**config.mk**
```make
export PLATFORM = sky130hd
export DESIGN_NAME = uart_word_link_flat
export DESIGN_NICKNAME = d
export VERILOG_FILES = /design/src/rtl/uart_word_pkg.sv /design/src/rtl/uart_word_link_if.sv /design/src/rtl/uart_word_timeout.sv /design/src/rtl/uart_word_link.sv /design/src/flat_wrapper.sv
export SDC_FILE = /design/constraint.sdc
export NUM_CORES = 1
export LEC_CHECK = 0
export ABC_AREA = 1
export CAP_MARGIN = 20
export CORE_MARGIN = 2
export CORE_UTILIZATION = 53
export DETAILED_ROUTE_END_ITERATION = 10
export GPL_ROUTABILITY_DRIVEN = 0
export GPL_TIMING_DRIVEN = 0
export PLACE_DENSITY = 0.86
export SYNTH_ARGS = -nofsm -noshare
export SYNTH_HDL_FRONTEND = slang
export SYNTH_SLANG_ARGS = --single-unit
```
**constraint.sdc**
```tcl
create_clock -name clk -period 1.9 [get_ports clk]
set_input_delay 0.285 -clock clk [delete_from_list [all_inputs] [get_ports clk]]
set_output_delay 0.285 -clock clk [all_outputs]
set_load 0.05 [all_outputs]
```
**src/rtl/uart_word_pkg.sv**
```systemverilog
// Shared types and helpers for the uart_word_link word sequencer.
// The optional per-byte retry feature is enabled by defining UART_WORD_RETRY_EN.
package uart_word_pkg;

    typedef enum logic [2:0] {
        IDLE,
        LOAD,
        WAIT_HI,
        WAIT_LO,
        WAIT_RX,
        DONE
    } state_t;

    localparam int unsigned TX_BUSY_WAIT = 16;

    // Byte lane in the word for the idx-th byte on the wire.
    function automatic int unsigned byte_lane(input int unsigned idx,
                                              input int unsigned nbytes,
                                              input bit          msb_first);
        return msb_first ? (nbytes - 1 - idx) : idx;
    endfunction

endpackage

```
**src/rtl/uart_word_link_if.sv**
```systemverilog
// Signals between the word sequencer and the uart_transmitter/uart_receiver pair.
// master = sequencer side, slave = UART side.
interface uart_word_link_if;

    logic [7:0] tx_data;
    logic       tx_wr;
    logic       tx_en;
    logic       tx_busy;
    logic       rx_en;
    logic [7:0] rx_data;
    logic       rx_valid;
    logic       rx_ferror;
    logic       rx_perror;

    modport master (
        output tx_data, tx_wr, tx_en, rx_en,
        input  tx_busy, rx_data, rx_valid, rx_ferror, rx_perror
    );

    modport slave (
        input  tx_data, tx_wr, tx_en, rx_en,
        output tx_busy, rx_data, rx_valid, rx_ferror, rx_perror
    );

endinterface

```
**src/rtl/uart_word_timeout.sv**
```systemverilog
// Loadable down-counter; expired is high while the count sits at zero.
module uart_word_timeout #(
    parameter int unsigned WIDTH = 18
) (
    input  logic             clk,
    input  logic             reset,
    input  logic             load,
    input  logic [WIDTH-1:0] load_val,
    input  logic             tick,
    output logic             expired
);

    logic [WIDTH-1:0] count;

    always_ff @(posedge clk) begin
        if (reset) begin
            count <= '0;
        end else if (load) begin
            count <= load_val;
        end else if (tick && count != '0) begin
            count <= count - WIDTH'(1);
        end
    end

    assign expired = (count == '0);

endmodule

```
**src/rtl/uart_word_link.sv**
```systemverilog
// Word-level UART sequencer: sends WORD_BYTES bytes, reassembles the echoed bytes.
// Define UART_WORD_RETRY_EN to retry bad/timed-out bytes (adds retry_count).
module uart_word_link
    import uart_word_pkg::*;
#(
    parameter int unsigned               WORD_BYTES     = 2,
    parameter bit                        MSB_FIRST      = 1'b1,
    parameter int unsigned               TIMEOUT_CYCLES = 200000,
    parameter logic [8*WORD_BYTES-1:0]   ERR_PATTERN    = {WORD_BYTES{8'hBB}},
    parameter int unsigned               MAX_RETRY      = 2
) (
    input  logic                    clk,
    input  logic                    reset,
    input  logic                    start,
    input  logic [8*WORD_BYTES-1:0] word_in,
    output logic                    busy,
    uart_word_link_if.master        uart,
    output logic [8*WORD_BYTES-1:0] word_out,
    output logic                    word_valid,
    output logic                    error
`ifdef UART_WORD_RETRY_EN
    ,
    output logic [7:0]              retry_count
`endif
);

    localparam int unsigned W       = 8 * WORD_BYTES;
    localparam int unsigned IDX_W   = (WORD_BYTES > 1) ? $clog2(WORD_BYTES) : 1;
    localparam int unsigned CNT_MAX = (TIMEOUT_CYCLES > TX_BUSY_WAIT) ? TIMEOUT_CYCLES : TX_BUSY_WAIT;
    localparam int unsigned CNT_W   = $clog2(CNT_MAX) + 1;

    if (WORD_BYTES == 0 || WORD_BYTES > 8 || MAX_RETRY > 255) begin : g_param_check
        $error("uart_word_link: unsupported WORD_BYTES or MAX_RETRY");
    end

    state_t           state;
    logic [W-1:0]     word_q;
    logic [W-1:0]     assembled;
    logic [IDX_W-1:0] byte_idx;
    logic [IDX_W-1:0] lane;
    logic             err_acc;
    logic             rx_valid_q;
    logic             rx_rise;
    logic             rx_bad;
    logic             last_byte;
    logic             tmr_load;
    logic             tmr_tick;
    logic             tmr_expired;
    logic [CNT_W-1:0] tmr_val;
`ifdef UART_WORD_RETRY_EN
    logic [7:0]       retry_cnt;
    logic [7:0]       retry_total;
`endif

    assign lane      = IDX_W'(byte_lane(32'(byte_idx), WORD_BYTES, MSB_FIRST));
    assign rx_rise   = uart.rx_valid & ~rx_valid_q;
    assign rx_bad    = uart.rx_ferror | uart.rx_perror;
    assign last_byte = (byte_idx == IDX_W'(WORD_BYTES - 1));

    // One counter serves both the tx_busy-rise guard and the per-byte receive timeout.
    always_comb begin
        tmr_load = 1'b0;
        tmr_val  = '0;
        tmr_tick = (state == WAIT_HI) || (state == WAIT_RX);
        if (state == LOAD) begin
            tmr_load = 1'b1;
            tmr_val  = CNT_W'(TX_BUSY_WAIT - 1);
        end else if (state == WAIT_LO && !uart.tx_busy) begin
            tmr_load = 1'b1;
            tmr_val  = CNT_W'(TIMEOUT_CYCLES - 1);
        end
    end

    uart_word_timeout #(.WIDTH(CNT_W)) u_timeout (
        .clk      (clk),
        .reset    (reset),
        .load     (tmr_load),
        .load_val (tmr_val),
        .tick     (tmr_tick),
        .expired  (tmr_expired)
    );

    always_ff @(posedge clk) begin
        if (reset) begin
            state        <= IDLE;
            busy         <= 1'b0;
            uart.tx_wr   <= 1'b0;
            uart.tx_en   <= 1'b0;
            uart.rx_en   <= 1'b0;
            uart.tx_data <= '0;
            word_out     <= '0;
            word_valid   <= 1'b0;
            error        <= 1'b0;
            word_q       <= '0;
            assembled    <= '0;
            byte_idx     <= '0;
            err_acc      <= 1'b0;
            rx_valid_q   <= 1'b0;
`ifdef UART_WORD_RETRY_EN
            retry_cnt    <= '0;
            retry_total  <= '0;
            retry_count  <= '0;
`endif
        end else begin
            rx_valid_q <= uart.rx_valid;
            uart.tx_wr <= 1'b0;
            word_valid <= 1'b0;
            unique case (state)
                IDLE: begin
                    if (start) begin
                        word_q     <= word_in;
                        assembled  <= '0;
                        byte_idx   <= '0;
                        err_acc    <= 1'b0;
                        busy       <= 1'b1;
                        uart.tx_en <= 1'b1;
                        uart.rx_en <= 1'b1;
`ifdef UART_WORD_RETRY_EN
                        retry_cnt   <= '0;
                        retry_total <= '0;
`endif
                        state      <= LOAD;
                    end
                end
                LOAD: begin
                    uart.tx_data <= word_q[{lane, 3'b000} +: 8];
                    uart.tx_wr   <= 1'b1;
                    state        <= WAIT_HI;
                end
                WAIT_HI: begin
                    if (uart.tx_busy) begin
                        state <= WAIT_LO;
                    end else if (tmr_expired) begin
                        err_acc <= 1'b1;
                        state   <= DONE;
                    end
                end
                WAIT_LO: begin
                    if (!uart.tx_busy) state <= WAIT_RX;
                end
                WAIT_RX: begin
                    // A byte arriving on the expiry cycle takes priority over the timeout.
                    if (rx_rise) begin
`ifdef UART_WORD_RETRY_EN
                        if (rx_bad && retry_cnt < 8'(MAX_RETRY)) begin
                            retry_cnt   <= retry_cnt + 8'd1;
                            retry_total <= retry_total + 8'd1;
                            state       <= LOAD;
                        end else
`endif
                        begin
                            assembled[{lane, 3'b000} +: 8] <= uart.rx_data;
                            err_acc <= err_acc | rx_bad;
                            if (last_byte) begin
                                state <= DONE;
                            end else begin
                                byte_idx <= byte_idx + IDX_W'(1);
`ifdef UART_WORD_RETRY_EN
                                retry_cnt <= '0;
`endif
                                state    <= LOAD;
                            end
                        end
                    end else if (tmr_expired) begin
`ifdef UART_WORD_RETRY_EN
                        if (retry_cnt < 8'(MAX_RETRY)) begin
                            retry_cnt   <= retry_cnt + 8'd1;
                            retry_total <= retry_total + 8'd1;
                            state       <= LOAD;
                        end else
`endif
                        begin
                            err_acc <= 1'b1;
                            state   <= DONE;
                        end
                    end
                end
                DONE: begin
                    word_out   <= err_acc ? ERR_PATTERN : assembled;
                    error      <= err_acc;
                    word_valid <= 1'b1;
                    busy       <= 1'b0;
`ifdef UART_WORD_RETRY_EN
                    retry_count <= retry_total;
`endif
                    state      <= IDLE;
                end
                default: state <= IDLE;
            endcase
        end
    end

endmodule
```
**src/flat_wrapper.sv**
```systemverilog
// flat-port wrapper written by rule: the top's interface ports become plain ports
module uart_word_link_flat import uart_word_pkg::*;
#(
    parameter int unsigned               WORD_BYTES     = 2,
    parameter bit                        MSB_FIRST      = 1'b1,
    parameter int unsigned               TIMEOUT_CYCLES = 200000,
    parameter logic [8*WORD_BYTES-1:0]   ERR_PATTERN    = {WORD_BYTES{8'hBB}},
    parameter int unsigned               MAX_RETRY      = 2
)
  (clk, reset, start, word_in, busy, word_out, word_valid, error, uart_tx_data, uart_tx_wr, uart_tx_en, uart_rx_en, uart_tx_busy, uart_rx_data, uart_rx_valid, uart_rx_ferror, uart_rx_perror);
  uart_word_link_if uart_i ();
  input  logic clk;
  input  logic reset;
  input  logic start;
  input  logic [8*WORD_BYTES-1:0] word_in;
  output logic busy;
  output logic [8*WORD_BYTES-1:0] word_out;
  output logic word_valid;
  output logic error;
  output wire logic [$bits(uart_i.tx_data)-1:0] uart_tx_data;
  output wire logic [$bits(uart_i.tx_wr)-1:0] uart_tx_wr;
  output wire logic [$bits(uart_i.tx_en)-1:0] uart_tx_en;
  output wire logic [$bits(uart_i.rx_en)-1:0] uart_rx_en;
  input wire logic [$bits(uart_i.tx_busy)-1:0] uart_tx_busy;
  input wire logic [$bits(uart_i.rx_data)-1:0] uart_rx_data;
  input wire logic [$bits(uart_i.rx_valid)-1:0] uart_rx_valid;
  input wire logic [$bits(uart_i.rx_ferror)-1:0] uart_rx_ferror;
  input wire logic [$bits(uart_i.rx_perror)-1:0] uart_rx_perror;
  assign uart_tx_data = uart_i.tx_data;
  assign uart_tx_wr = uart_i.tx_wr;
  assign uart_tx_en = uart_i.tx_en;
  assign uart_rx_en = uart_i.rx_en;
  assign uart_i.tx_busy = uart_tx_busy;
  assign uart_i.rx_data = uart_rx_data;
  assign uart_i.rx_valid = uart_rx_valid;
  assign uart_i.rx_ferror = uart_rx_ferror;
  assign uart_i.rx_perror = uart_rx_perror;
  uart_word_link #(.WORD_BYTES(WORD_BYTES), .MSB_FIRST(MSB_FIRST), .TIMEOUT_CYCLES(TIMEOUT_CYCLES), .ERR_PATTERN(ERR_PATTERN), .MAX_RETRY(MAX_RETRY)) u_core (.clk(clk), .reset(reset), .start(start), .word_in(word_in), .busy(busy), .uart(uart_i), .word_out(word_out), .word_valid(word_valid), .error(error));
endmodule
```
# --- Word level (Yosys, flattened, before mapping) ---
# Index checks and enable logic that the tools add are counted.
classes:
  bitwise: 4
  muxes: 30
  n_addsub: 4
  n_eq_ne: 9
  reduce_logical: 16
  shifts: 3
ops:
  columns: ["cell", "count"]
  rows:
  - ["$mux 19", 3]
  - ["$mux 16", 3]
  - ["$pmux 16 s2", 1]
  - ["$logic_not 19->1", 1]
  - ["$reduce_bool 19->1", 1]
  - ["$sub 19x1->19 const B", 1]
  - ["$mux 18", 1]
  - ["$mux 3", 6]
  - ["$bwmux 16", 1]
  - ["$shift 8x6->16 const A", 1]
  - ["$shiftx 16x5->8", 1]
  - ["$shiftx 8x6->16", 1]
  - ["$pmux 3 s5", 1]
  - ["$mux 1", 11]
  - ["$eq 3x2->1 const B", 2]
  - ["$eq 3x3->1 const B", 2]
  - ["$ne 2x2->1 const B", 3]
  - ["$neg 4->6", 1]
  - ["$reduce_and 2->1", 3]
  - ["$reduce_and 3->1", 2]
  - ["$reduce_bool 2->1", 3]
  - ["$pmux 1 s2", 2]
  - ["$eq 3x1->1 const B", 1]
  - ["$logic_not 3->1", 1]
  - ["other kinds (11)", 13]
totals:
  regBits: 86
  output_inout_bits: 30
  word_cells: 80

# --- Logic depth before layout (Yosys ltp) ---
# Gate-level depths: netlist of the first run.
logic_depth:
  ltp_word: 6
  depth_mapped: 11
  mapped_depth_nobuf: 11

# --- By module ---
# A second synthesis of the first run with hierarchy kept.
hier_totals:
  hier_cells: 598
  hier_area_um2: 4201.5
modules_own_cells:
  columns: ["mod", "area_each_um2", "instances", "seq_area_each_um2", "cells_each"]
  rows:
  - ["uart_word_link", 2783.9, 1, 1341.3, 355]
  - ["uart_word_timeout", 1417.6, 1, 380.4, 243]

# --- Worst setup path before layout of the first run ---
# Ideal clock, no wire load.
synth_timing:
  kind: "register -> register"
  from: "reg u_core.u_timeout.count[0]"
  to: "reg u_core.u_timeout.count[1]"
  arrival_ps: 1419
  period_less_slack_ps: 1532
  t_required_ps: 1787
  setup_time_ps: 113
  stages_incl_launch_ff: 11
  slack_ps: 368
  cell_sequence: "dfxtp_1 inv_1 ha_1 nand2_2 nor2_4 nand3_4 nand2_8 buf_8 nor2_2 o21ai_1 inv_1"
synth_via:
  elab_chain_cells: 3
synth_lines:
  columns: ["element", "line", "source"]
  rows:
  - ["from (decl)", "uart_word_timeout.sv:13", "logic [WIDTH-1:0] count;"]
  - ["from (signal assigned)", "uart_word_timeout.sv:19", "count <= load_val;"]
  - ["from (signal assigned)", "uart_word_timeout.sv:21", "count <= count - WIDTH'(1);"]
  - ["$sub 19x1->19 or $reduce_bool 19->1 (tied branches)", "uart_word_timeout.sv:21, uart_word_timeout.sv:20", null]
  - ["$mux 19 or $logic_and 1x1->1 (tied branches)", "uart_word_timeout.sv:20", "end else if (tick && count != '0) begin"]
  - ["$mux 19 or $reduce_bool 2->1 (tied branches)", null, null]
# Parallel ways exist; a longest one is shown, timed or not. The select of a mux whose other input is x is not followed.
# A chain may end at the register's enable or synchronous reset.

==> out/results.ini, run 1 <==
[run_status]
status=finished, final reports clean

[worst_setup_path]
start_kind=flip-flop
path_cells=clkdlybuf4s50_1
worstSetupPathType=flip-flop to output pin
crit_fanout=3
critPathBufInv=1
worstPathArrival_ns=1.53
cp.required_ns=1.62
cpMaxStageDelayCell=clkdlybuf4s50_1
crit_family=buffers and inverters
cp-end-kind=output pin
max_stage_delay_ns=0.82

[layout]
drive_above_1_share_pct=10.6
fin_cells=692
fillers=585
seq_area_sq_um=1720
utilization_pct=67.0
multi_input_area_sq_um=1890
diodes=0
final_nets=620
areaGrowthSynthToFinish_pct=23.8

[power_and_ir_drop]
ir_worst_vdd_v=0.000767
leakage_nw=1.95
p_per_area_nw_per_um2=1660

[logic_synthesis]
yosys.area.top_type_share_pct=44.3
synth_warnings=0
synth.distinct_cells=41
synth-main-ff-cell=dfxtp_1
syn_area_sq_um=3880
synth_common_cells=nand2_1 (132), dfxtp_1 (86), a21oi_1 (50), nor2_1 (47), inv_1 (38)
synth.top_cells.by_area=dfxtp_1 (44%), nand2_1 (13%), a21oi_1 (6.4%)
yosysTopAreaCell=dfxtp_1
synth-seq-cells=86
yosysSeqAreaShare_pct=44.3
netlist_instances=519
avgSynthCellArea_sq_um=7.48
synth_edf_count=0
synth_async_sr_flop_share_pct=0
synth.most_common_cell=nand2_1
synth_fp_nets=551

[floorplanning]
dieArea_sq_um=8030
core_sq_um=7180
die_h_microns=89.6
num_rows=31
start_util_pct=54.1
die_w_microns=89.6
io_pins=61

[place]
hpwl_microns=6910
portBuffers=58
placed_cells=676
pre_cts_slack_ns=-0.0237

[route]
drc_errors=0
drtIter0Drc=188
dr.pass1.iters=5
vias_per_cell=5.39
drt_wl_total_microns=9550
ant_nets=0
avgRoutedWirePerCell_microns=13.8
vias=3728

[clocking]
cts_root_buf=clkbuf_8
clk_latency_ns=0.36
htreeDepth=3
cts_buffers=9
post_cts_buffers=0
clk_pin_slew_ns=0.09
cts_sinks=86
cts_hold_buf=0
cts_tree=yes
clockBufferDepth=2

[sta]
maxSlewViolCount=0
setup_violations=0
finalSetupTns_ns=0
worst_slew_pin_slew_ns=0.599
timing.hold.ws_ns=0.372
fin_crit_sh_pct=95.8
timing.fmax_mhz=550
finalHoldViolCount=0
fin_crit_ns=1.82
slew_headroom_pct=60.1
worst_slack_ns=0.0807
worst_clock_skew_ns=0.0121

[global_route]
first_global_vias=3558
grt_max_degree=17
grt_overflow=0
track_usage_pct=25.5
antenna_found_initial=0
grt_pass1_wl_microns=16000

[run]
drv_cap=0

[hold_path]
min_path_type=input pin to flip-flop

[layer usage]
layer | wire length [microns] | share of wire [%] | GRT usage (%)
met2 | 4830 | 51 | 43.6
met4 | 146 | 1.5 | 9.50
met1 | 4100 | 43 | 32.5
met3 | 473 | 5.0 | 3.75
met5 | 0 | 0 | 0
[report_power, final]
group / total, mW / internal [mW] / switching [mW]
sequential: 2.44 / 2.14 / 0.305
clock: 1.37 / 0.664 / 0.708
combinational: 4.15 / 1.41 / 2.74
[metrics by stage]
step / area, sq um / total power [mW]
after floorplan: 3880 / 5.62
after global placement: 4590 / 6.40
after detailed placement: 4590 / 6.56
after CTS: 4800 / 7.93
after global routing: 4810 / 8.59
final: 4810 / 7.97
[area by class of cell]
class	count	area share, %
multi-input combinational	369	39.4
buffer	24	2.40
clock inverter	6	1.67
tap	99	2.58
sequential	86	35.8
timing repair buffer	58	12.1
clock buffer	10	2.86
inverter	40	3.23
[cells in the final DEF (no fill, tap or decap), types with 6 or more instances in the layout]
cell type and instances:
nand2_1 132, dfxtp_1 86, clkdlybuf4s50_1 57, a21oi_1 50
nor2_1 47, inv_1 38, nand3_1 37, o21ai_0 16
clkbuf_1 15, o21bai_1 11, a31oi_1 10, clkbuf_8 10
a22oi_1 8, nand3_2 7, a21oi_2 7, o21ai_1 6
[logic make-up (layout without fill, tap and decap cells)]
group                    Yosys count  count (layout)  synth area share (%)
AO/OA/AOI/OAI                    112             112                  17.1
XOR/XNOR                           4               4                 0.903
adder cells (fa/ha/maj)            1               1                 0.322
buffers and inverters             64             138                  6.96
flip-flops                        86              86                  44.3
AND/OR/NAND/NOR                  252             252                  30.3
[worst paths after layout]
path	from	to	cells past startpoint	slack (ns)
hold / removal	start	u_core.word_q[3]	3	0.37
setup reg to reg	u_core.u_timeout.count[0]	u_core.u_timeout.count[1]	10	0.15
hold reg to reg	u_core.word_q[15]	u_core.word_q[15]	2	0.46
setup / recovery	u_core.uart.tx_en	uart_rx_en	1	0.08
[registers in the layout, indices dropped and copies added, names as in the netlist]
signal                  flops
u_core.byte_idx             1
u_core.u_timeout.count     19
u_core.uart.tx_wr           1
u_core.uart.tx_en           1
u_core.err_acc              1
u_core.error                1
u_core.rx_valid_q           1
u_core.word_valid           1
u_core.state                3
u_core.word_q              16
u_core.assembled           16
u_core.word_out            16
u_core.uart.tx_data         8
u_core.busy                 1
[what timing repair did]
action | CTS | global route
endpoints found under the setup margin | 1 | 10
pin swaps | 0 | 0
resized for setup | 1 | 1
Note: power is estimated with default switching activity, not from simulation.
==> run 2, diff against run 1 <==
- CTS_CLUSTER_SIZE: default -> 24
==> results of run 2 <==
The final DEF is identical to that of run 1; final timing and power are the same.
